### src/rtl/nn_isa_pkg.sv
// Instruction-set definitions shared by the nn control unit and its issuers.
// Field positions and the NOP word live here so both sides agree on the layout.
package nn_isa_pkg;

  localparam int INSTR_W          = 38;
  localparam int DATA_LSB         = 0;
  localparam int DATA_W           = 16;
  localparam int FIELD_ADDR_LSB   = 16;
  localparam int FIELD_ADDR_W     = 2;
  localparam int LOAD_BIAS_BIT    = 18;
  localparam int LOAD_WEIGHTS_BIT = 19;
  localparam int LOAD_INPUTS_BIT  = 20;
  localparam int NN_START_BIT     = 21;
  localparam int ACT_LSB          = 22;
  localparam int ACT_W            = 2;
  localparam int RSVD_LSB         = 24;
  localparam int RSVD_W           = 14;

  typedef struct packed {
    logic [RSVD_W-1:0]       reserved;
    logic [ACT_W-1:0]        activation_datapath;
    logic                    nn_start;
    logic                    load_inputs;
    logic                    load_weights;
    logic                    load_bias;
    logic [FIELD_ADDR_W-1:0] address;
    logic [DATA_W-1:0]       input_data_in;
  } instr_t;

  localparam instr_t INSTR_NOP = instr_t'(38'd0);

endpackage

### src/rtl/instr_mem.sv
// Program store for the sequencer: one clocked write port and one
// combinational read port, contents deliberately left unreset.
module instr_mem #(
  parameter int DEPTH  = 16,
  parameter int WIDTH  = 46,
  parameter int ADDR_W = $clog2(DEPTH)
) (
  input  logic              clk,
  input  logic              wr_en,
  input  logic [ADDR_W-1:0] wr_addr,
  input  logic [WIDTH-1:0]  wr_data,
  input  logic [ADDR_W-1:0] rd_addr,
  output logic [WIDTH-1:0]  rd_data
);

  logic [WIDTH-1:0] mem_r [DEPTH];

  // Capture a program word on the clock edge when the write is qualified.
  always_ff @(posedge clk) begin
    if (wr_en) begin
      mem_r[wr_addr] <= wr_data;
    end
  end

  assign rd_data = mem_r[rd_addr];

endmodule

### src/rtl/instr_sequencer.sv
// Issues a preloaded program onto the nn instruction bus, holding each word
// for its programmed number of extra cycles; drives NOP when not running.
module instr_sequencer
  import nn_isa_pkg::*;
#(
  parameter int DEPTH  = 16,
  parameter int HOLD_W = 8,
  parameter int ADDR_W = $clog2(DEPTH)
) (
  input  logic               clk,
  input  logic               rst,
  input  logic               prog_wr_en,
  input  logic [ADDR_W-1:0]  prog_wr_addr,
  input  logic [INSTR_W-1:0] prog_wr_instr,
  input  logic [HOLD_W-1:0]  prog_wr_hold,
  input  logic [ADDR_W:0]    prog_len,
  input  logic               start,
  input  logic               abort,
  output logic [INSTR_W-1:0] instruction,
  output logic               busy,
  output logic               done,
  output logic [ADDR_W-1:0]  pc
);

  typedef enum logic [1:0] {
    ST_IDLE = 2'd0,
    ST_RUN  = 2'd1,
    ST_DONE = 2'd2
  } seq_state_t;

  localparam int                ENTRY_W   = INSTR_W + HOLD_W;
  localparam logic [ADDR_W:0]   DEPTH_LEN = (ADDR_W + 1)'(DEPTH);
  localparam logic [ADDR_W:0]   LEN_ZERO  = {(ADDR_W + 1){1'b0}};
  localparam logic [ADDR_W:0]   LEN_ONE   = {{ADDR_W{1'b0}}, 1'b1};
  localparam logic [ADDR_W-1:0] PC_ZERO   = {ADDR_W{1'b0}};
  localparam logic [ADDR_W-1:0] PC_ONE    = {{(ADDR_W - 1){1'b0}}, 1'b1};
  localparam logic [HOLD_W-1:0] HOLD_ZERO = {HOLD_W{1'b0}};
  localparam logic [HOLD_W-1:0] HOLD_ONE  = {{(HOLD_W - 1){1'b0}}, 1'b1};

  seq_state_t          state_r, state_s;
  logic [ADDR_W-1:0]   pc_r, pc_s;
  logic [ADDR_W-1:0]   last_pc_r, last_pc_s;
  logic [HOLD_W-1:0]   hold_cnt_r, hold_cnt_s;
  instr_t              instr_r, instr_s;
  logic                busy_r, busy_s;
  logic                done_r, done_s;

  logic                wr_en_s;
  logic [ADDR_W-1:0]   rd_addr_s;
  logic [ENTRY_W-1:0]  rd_entry_s;
  instr_t              rd_instr_s;
  logic [HOLD_W-1:0]   rd_hold_s;
  logic [ADDR_W:0]     len_clamped_s;
  logic [ADDR_W:0]     len_last_s;

  // The program is frozen while a run is in flight.
  assign wr_en_s = prog_wr_en & (state_r != ST_RUN) & ({1'b0, prog_wr_addr} < DEPTH_LEN);

  instr_mem #(
    .DEPTH  (DEPTH),
    .WIDTH  (ENTRY_W),
    .ADDR_W (ADDR_W)
  ) u_mem (
    .clk     (clk),
    .wr_en   (wr_en_s),
    .wr_addr (prog_wr_addr),
    .wr_data ({prog_wr_hold, prog_wr_instr}),
    .rd_addr (rd_addr_s),
    .rd_data (rd_entry_s)
  );

  assign rd_instr_s    = instr_t'(rd_entry_s[INSTR_W-1:0]);
  assign rd_hold_s     = rd_entry_s[ENTRY_W-1:INSTR_W];
  assign len_clamped_s = (prog_len > DEPTH_LEN) ? DEPTH_LEN : prog_len;
  assign len_last_s    = len_clamped_s - LEN_ONE;

  // Next-state and next-output logic; outputs default to the idle NOP values.
  always_comb begin
    state_s    = state_r;
    pc_s       = pc_r;
    last_pc_s  = last_pc_r;
    hold_cnt_s = hold_cnt_r;
    instr_s    = INSTR_NOP;
    busy_s     = 1'b0;
    done_s     = 1'b0;
    rd_addr_s  = PC_ZERO;
    case (state_r)
      ST_IDLE: begin
        pc_s = PC_ZERO;
        if (start) begin
          if (len_clamped_s == LEN_ZERO) begin
            state_s = ST_DONE;
            done_s  = 1'b1;
          end else begin
            state_s    = ST_RUN;
            last_pc_s  = len_last_s[ADDR_W-1:0];
            instr_s    = rd_instr_s;
            hold_cnt_s = rd_hold_s;
            busy_s     = 1'b1;
          end
        end else begin
          state_s = ST_IDLE;
        end
      end
      ST_RUN: begin
        // Prefetch the following entry so a zero-gap handover is possible.
        rd_addr_s = pc_r + PC_ONE;
        if (abort) begin
          state_s = ST_IDLE;
          pc_s    = PC_ZERO;
        end else if (hold_cnt_r != HOLD_ZERO) begin
          hold_cnt_s = hold_cnt_r - HOLD_ONE;
          instr_s    = instr_r;
          busy_s     = 1'b1;
        end else if (pc_r == last_pc_r) begin
          state_s = ST_DONE;
          done_s  = 1'b1;
        end else begin
          pc_s       = pc_r + PC_ONE;
          instr_s    = rd_instr_s;
          hold_cnt_s = rd_hold_s;
          busy_s     = 1'b1;
        end
      end
      ST_DONE: begin
        state_s = ST_IDLE;
        pc_s    = PC_ZERO;
      end
      default: begin
        state_s = ST_IDLE;
        pc_s    = PC_ZERO;
      end
    endcase
  end

  // State and registered outputs.
  always_ff @(posedge clk) begin
    if (rst) begin
      state_r    <= ST_IDLE;
      pc_r       <= PC_ZERO;
      last_pc_r  <= PC_ZERO;
      hold_cnt_r <= HOLD_ZERO;
      instr_r    <= INSTR_NOP;
      busy_r     <= 1'b0;
      done_r     <= 1'b0;
    end else begin
      state_r    <= state_s;
      pc_r       <= pc_s;
      last_pc_r  <= last_pc_s;
      hold_cnt_r <= hold_cnt_s;
      instr_r    <= instr_s;
      busy_r     <= busy_s;
      done_r     <= done_s;
    end
  end

  assign instruction = instr_r;
  assign busy        = busy_r;
  assign done        = done_r;
  assign pc          = pc_r;

endmodule

### config.mk
export PLATFORM = sky130hd
export DESIGN_NAME = instr_sequencer
export DESIGN_NICKNAME = d
export VERILOG_FILES = /design/src/rtl/nn_isa_pkg.sv /design/src/rtl/instr_mem.sv /design/src/rtl/instr_sequencer.sv
export SDC_FILE = /design/constraint.sdc
export NUM_CORES = 1
export LEC_CHECK = 0
export CAP_MARGIN = 20
export CORE_MARGIN = 2
export CORE_UTILIZATION = 40
export DETAILED_ROUTE_END_ITERATION = 8
export PLACE_DENSITY = 0.68
export SYNTH_ARGS = -nofsm -noshare
export SYNTH_HDL_FRONTEND = slang
export SYNTH_HIERARCHICAL = 1
export SYNTH_SLANG_ARGS = --single-unit
### constraint.sdc
create_clock -name clk -period 9.4 [get_ports clk]
set_clock_uncertainty 0.1 [all_clocks]
set_input_delay 1.88 -clock clk [delete_from_list [all_inputs] [get_ports clk]]
set_output_delay 1.88 -clock clk [all_outputs]
set_load 0.01 [all_outputs]
==> impl_metrics.env, run 1 <==
export IMPL_drt_iter0_markers=1441
export IMPL_firstDrtPassIters=6
export IMPL_timing_rr_end="hold_cnt_r[0]$_SDFFE_PP0P_"
export IMPL_min_from="instruction[7]$_SDFFE_PP0P_"
export IMPL_wl_mm=63.03
export IMPL_gp_congestion=0.7560
export IMPL_hold_end="instruction[7]$_SDFFE_PP0P_"
export IMPL_use_met1_pct=22.69
export IMPL_reg2reg_from="state_r[1]$_SDFFE_PP0P_"
export IMPL_power_density_nw_per_um2=217.6
export IMPL_grt_ovfl_total=0
export IMPL_ys_warnings_count=6
export IMPL_n_antenna_cell=0
export IMPL_wl_per_cell_microns=24.69
export IMPL_clk_pin_slew_ns=0.06
export IMPL_yosys_top_cells_area="edfxtp_1 74%, mux4_2 14%, dfxtp_1 3.9%"
export IMPL_synth_top_area_share_pct=73.79
export IMPL_die_h_microns=277.6
export IMPL_ctsHoldBuffers=0
export IMPL_drive_gt1_share_pct=22.47
export IMPL_fin_crit_sh_pct=43.64
export IMPL_tightest_slew_ns=1.080
export IMPL_syn_num_nets=1442
export IMPL_cts_setup_buffers=0
export IMPL_critPathKind="flip-flop to flip-flop"
export IMPL_ys_async_sr_fraction_pct=0
export IMPL_cts_root_buf="clkbuf_16"
export IMPL_drv_cap=0
export IMPL_top_usage_layer="met2"
export IMPL_hold_class="flip-flop to flip-flop"
export IMPL_synth_cells=1378
export IMPL_crit_path_end_kind="flip-flop"
export IMPL_cts_buffers_inserted=80
export IMPL_remaining_drc_errors=0
export IMPL_dp_cells=2405
export IMPL_synthFlopType="edfxtp_1"
export IMPL_vias=14250
export IMPL_h_tree_depth=3
export IMPL_layout_commonest_cell="edfxtp_1"
export IMPL_crit_fanout=116
export IMPL_cts_buffer_depth=3
export IMPL_port_buffers=103
export IMPL_finalSetupTns_ns=0
export IMPL_fmax_ghz=0.2438
export IMPL_ioPinCount=104
export IMPL_ant_nets=0
export IMPL_fin_cells=2553
export IMPL_core_rowCount=100
export IMPL_cts_sinks=794
export IMPL_ff2ff_setup_slack_ns=5.30
export IMPL_setup_viol=0
export IMPL_use_met2_pct=26.75
export IMPL_hold_violations=0
export IMPL_grt_pass1_vias=14940
export IMPL_grt_max_degree=117
export IMPL_antenna_found_initial=3
export IMPL_yosysSeqAreaShare_pct=77.66
export IMPL_fin_crit_ns=4.102
export IMPL_cp_start_kind="flip-flop"
export IMPL_synthesis_area_sq_um=29950
export IMPL_grt_use_total_pct=16.44
export IMPL_area_growth_syn_to_layout_pct=16.02
export IMPL_netlist_cell_type_count=47
export IMPL_grt_pass1_wl_mm=95.14
export IMPL_start_util_pct=40.30
export IMPL_synth_edf_count=736
export IMPL_final_cell_mix="736 x edfxtp_1, 184 x mux4_2, 103 x clkdlybuf4s50_1"
export IMPL_cts_tree="done"
export IMPL_relSlewSlack_pct=28.00
export IMPL_startpoint="state_r[1]$_SDFFE_PP0P_"
export IMPL_hpwlAfterDp_mm=30.85
export IMPL_avgSynthCellArea_sq_um=21.74
export IMPL_nets=1582
export IMPL_fp_dieW_microns=277.6
export IMPL_crit_arrival_ns=4.51
export IMPL_leakage_uw=0.01064
export IMPL_met3_usage_pct=3.259
export IMPL_core_area_sq_um=74320
export IMPL_insertion_delay_ns=0.62
export IMPL_slew_violations=0
export IMPL_crit_required_ns=9.80
export IMPL_peakVddDrop_mv=0.1660
export IMPL_whs_path_depth=1
export IMPL_dieArea_sq_um=77090
export IMPL_grt_setup_unrepaired="no"
export IMPL_reg2reg_depth=9
export IMPL_status="finished clean"
export IMPL_yosys_area_top_type="edfxtp_1"
export IMPL_cts_resized=0
export IMPL_vias_per_cell=5.581
export IMPL_ys_ff_latch=794
==> worst max-delay path by stage <==
stage / slack, ns / cells after the start / to
3_5_place_dp: 4.72 / 8 / hold_cnt_r[0]$_SDFFE_PP0P_
5_1_grt: 4.92 / 9 / hold_cnt_r[0]$_SDFFE_PP0P_
6_report: 5.30 / 9 / hold_cnt_r[0]$_SDFFE_PP0P_
2_1_floorplan: 3.12 / 3 / u_mem/mem_r[0][0]$_DFFE_PP_
3_3_place_gp: 4.86 / 8 / hold_cnt_r[0]$_SDFFE_PP0P_
4_1_cts: 5.21 / 9 / hold_cnt_r[0]$_SDFFE_PP0P_
==> routing by layer <==
layer / part of all wire, % / routed length [microns] / up-vias
li1: - / - / 6099
met1: 42 / 26690 / 7570
met2: 49 / 30800 / 484
met3: 7.0 / 4413 / 89
met4: 1.7 / 1093 / 6
met5: 0.062 / 39 / -
==> worst max-delay path, stage by stage (launching register included) <==
cell	delay, ns
dfxtp_1	0.37
nand2b_1	0.47
nor2_4	0.18
buf_4	0.59
buf_12	0.70
mux4_2	0.60
a22oi_1	0.22
nand2_1	0.14
a211o_1	0.27
and3_1	0.17
==> sequential cells by signal, summed over array words and instances, names as in the netlist <==
signal       flops
busy             1
hold_cnt_r       8
state_r          2
pc               4
u_mem/mem_r    736
done             1
instruction     38
last_pc_r        4
==> kinds of logic after synthesis <==
| family | after synthesis | synth area share, % |
|---|---|---|
| compound gates | 168 | 4.328 |
| xor+xnor | 11 | 0.3217 |
| fa+ha+maj | 4 | 0.1671 |
| buf+inv | 78 | 1.429 |
| flops | 794 | 77.66 |
| mux | 185 | 13.87 |
| simple gates | 138 | 2.222 |
==> final cells by class <==
cell class                 count  area, sq um
tap                          969         1212
clock buffer                 117         2296
fill                        6014        39570
clock inverter                31        289.0
sequential                   794        23260
timing repair buffer         131         1254
multi-input combinational    506         6419
inverter                       5        18.77
==> stage by stage <==
step	util, %	cell area (sq um)	hold slack (ns)	setup WS [ns]	total power, uW
floorplan	-	29950	0.3560	3.118	4361
finish	46.76	34750	0.3730	5.298	7563
detailed placement	43.28	32170	0.3599	4.723	4531
global route	46.76	34750	0.3925	4.923	7818
global placement	43.28	32170	0.3587	4.857	4516
CTS	46.76	34750	0.3761	5.210	7631
==> synth_stat cells, types with 6 or more instances <==
cell type / n
buf_2: 6
clkbuf_1: 25
buf_6: 12
buf_1: 20
dfxtp_1: 58
nor3_1: 10
buf_4: 10
mux4_2: 184
a22o_1: 38
edfxtp_1: 736
o21ai_0: 6
nor2_1: 38
xnor2_1: 8
a21oi_1: 13
nand2_1: 58
a22oi_1: 92
==> report_power, final <==
part / total (uW) / internal [uW] / switching (uW)
sequential: 3950 / 3920 / 25.5
combinational: 500 / 231 / 269
clock: 3110 / 1830 / 1280
No activity file was read; power rests on OpenSTA's default activity.
==> run 2, diff against run 1 <==
- clock period: 9.4 -> 4.3 ns (I/O delays scaled with it)
==> run 2 against run 1 <==
Effect of this change:
- via count grew 2.9%
- first-iteration DRC count grew 2.9%
- hold slack gained 0.0015 ns
- non-clock buffer count grew 41
- worst setup slack lost 4.7 ns
- wire length grew 6.1%
- clock-buffer cell count shrank 5
- sequential share of layout area shrank 1.5 points
- flip-flop and latch count is the same
- global-route usage grew 1.0 points
==> impl_metrics.env, run 2 (synthesized netlist as in run 1, its figures left out) <==
export IMPL_status="finished clean"
export IMPL_hpwlAfterDp_mm=37.92
export IMPL_fp_dieW_microns=277.6
export IMPL_core_rowCount=100
export IMPL_cp_cell_sequence="nand2b_1 -> nor2_4 -> buf_12 -> buf_4 -> mux4_2 -> a22oi_1 -> nand2_1 -> a22o_1"
export IMPL_cts_tree="done"
export IMPL_regMostFlops="u_mem/mem_r"
export IMPL_cts_setup_buffers=0
export IMPL_final_cell_mix="736 x edfxtp_1, 184 x mux4_2, 103 x clkdlybuf4s50_1"
export IMPL_grt_use_total_pct=17.44
export IMPL_fin_cells=2598
export IMPL_area_growth_syn_to_layout_pct=18.69
export IMPL_fin_crit_ns=3.654
export IMPL_largest_reg_flops=736
export IMPL_crit_arrival_ns=4.07
export IMPL_hold_violations=0
export IMPL_finalSetupTns_ns=0
export IMPL_grt_pass1_vias=15320
export IMPL_gp_congestion=0.7430
export IMPL_p_clk_share_pct=41.2
export IMPL_crit_required_ns=4.72
export IMPL_cts_sinks=794
export IMPL_ioPinCount=104
export IMPL_pwr_share_seq_pct=51.9
export IMPL_setup_viol=0
export IMPL_critPathKind="flip-flop to flip-flop"
export IMPL_vias=14660
export IMPL_cpMaxStageDelayCell="mux4_2"
export IMPL_tightest_slew_ns=0.9218
export IMPL_ant_nets=0
export IMPL_port_buffers=103
export IMPL_cts_buffer_depth=3
export IMPL_swShare_pct=21.44
export IMPL_cp_num_buf_inv=2
export IMPL_relSlewSlack_pct=38.55
export IMPL_dp_cells=2446
export IMPL_start_util_pct=40.30
export IMPL_peakVddDrop_mv=0.2628
export IMPL_cts_buffers_inserted=81
export IMPL_grt_ovfl_total=0
export IMPL_hold_class="flip-flop to flip-flop"
export IMPL_drv_cap=0
export IMPL_dieArea_sq_um=77090
export IMPL_fmax_ghz=0.2737
export IMPL_remaining_drc_errors=0
export IMPL_cts_resized=0
export IMPL_insertion_delay_ns=0.63
export IMPL_comb_power_share_pct=6.9
export IMPL_drt_iter0_markers=1483
export IMPL_drive_gt1_share_pct=24.83
export IMPL_fin_crit_sh_pct=84.97
export IMPL_h_tree_depth=3
export IMPL_crit_path_end_kind="flip-flop"
export IMPL_grt_pass1_wl_mm=99.49
export IMPL_nets=1624
export IMPL_crit_fanout=30
export IMPL_final_area_sq_um=35550
export IMPL_clk_pin_slew_ns=0.06
export IMPL_p_int_uw=13060
export IMPL_cts_root_buf="clkbuf_16"
export IMPL_leakage_uw=0.01097
export IMPL_power_density_nw_per_um2=467.8
export IMPL_die_h_microns=277.6
export IMPL_placed_cell_area_sq_um=32940
export IMPL_layout_commonest_cell="edfxtp_1"
export IMPL_nFillCells=5971
export IMPL_grt_setup_unrepaired="no"
export IMPL_crit_family="simple AND/OR/NAND/NOR gates"
export IMPL_core_area_sq_um=74320
export IMPL_ctsHoldBuffers=0
export IMPL_cp_slowest_stage_delay_ns=0.62
export IMPL_wl_per_cell_microns=25.75
export IMPL_wl_mm=66.89
export IMPL_slew_violations=0
export IMPL_antenna_found_initial=6
export IMPL_firstDrtPassIters=6
export IMPL_cp_start_kind="flip-flop"
export IMPL_grt_max_degree=61
export IMPL_vias_per_cell=5.643
export IMPL_p_sw_uw=3565
==> run 2: cell types whose count changed in the layout (fill, tap and decap cells not counted), moves of 4 or more <==
cell,delta
nor3_4,+4
clkbuf_1,-4
buf_12,+35
inv_6,+4
clkinvlp_4,+5
buf_4,+6
nor3_2,-4
==> run 2: power groups by stage <==
| stage | Combinational (uW) | Sequential (uW) | Clock, uW |
|---|---|---|---|
| after floorplan | 736 | 8800 | 0 |
| after global placement | 1140 | 8790 | 0 |
| after detailed placement | 1160 | 8790 | 0 |
| after CTS | 1170 | 8630 | 7000 |
| after global routing | 1240 | 8640 | 7300 |
| final | 1150 | 8630 | 6850 |
==> run 2: per-layer routing <==
layer	part of all wire (%)	vias to the layer above	global-route usage [%]
met4	2.0	8	5.392
li1	-	6203	-
met3	6.9	105	3.521
met5	0.078	-	0
met1	41	7816	23.42
met2	50	529	28.82
==> run 2: cell type report <==
cell class | instances | area, sq um | share of cell area, %
Antenna cell | 2 | 5.005 | 0.01408
Clock buffer | 112 | 2256 | 6.346
Tap cell | 969 | 1212 | 3.410
Inverter | 5 | 18.77 | 0.05279
Clock inverter | 38 | 352.8 | 0.9925
Sequential cell | 794 | 23260 | 65.43
Timing Repair Buffer | 172 | 1999 | 5.624
Multi-Input combinational cell | 506 | 6444 | 18.13
==> run 2: path summary, 6_finish.rpt <==
check | to | cells past startpoint | startpoint | slack [ns]
setup / recovery | instruction[36]$_SDFFE_PP0P_ | 8 | state_r[1]$_SDFFE_PP0P_ | 0.65
hold / removal | instruction[27]$_SDFFE_PP0P_ | 1 | instruction[27]$_SDFFE_PP0P_ | 0.37
setup reg to reg | instruction[36]$_SDFFE_PP0P_ | 8 | state_r[1]$_SDFFE_PP0P_ | 0.65
hold reg to reg | instruction[27]$_SDFFE_PP0P_ | 1 | instruction[27]$_SDFFE_PP0P_ | 0.37
==> run 2: stage by stage <==
stage                     hold WS, ns  utilization [%]  setup WS (ns)  power [uW]
after global placement         0.3590            44.32         0.6496        9922
after CTS                      0.3788            47.83         0.6126       16800
final                          0.3745            47.83         0.6463       16630
after global routing           0.3905            47.83         0.4157       17180
after floorplan                0.3560                -         0.2875        9533
after detailed placement       0.3623            44.32         0.6258        9954
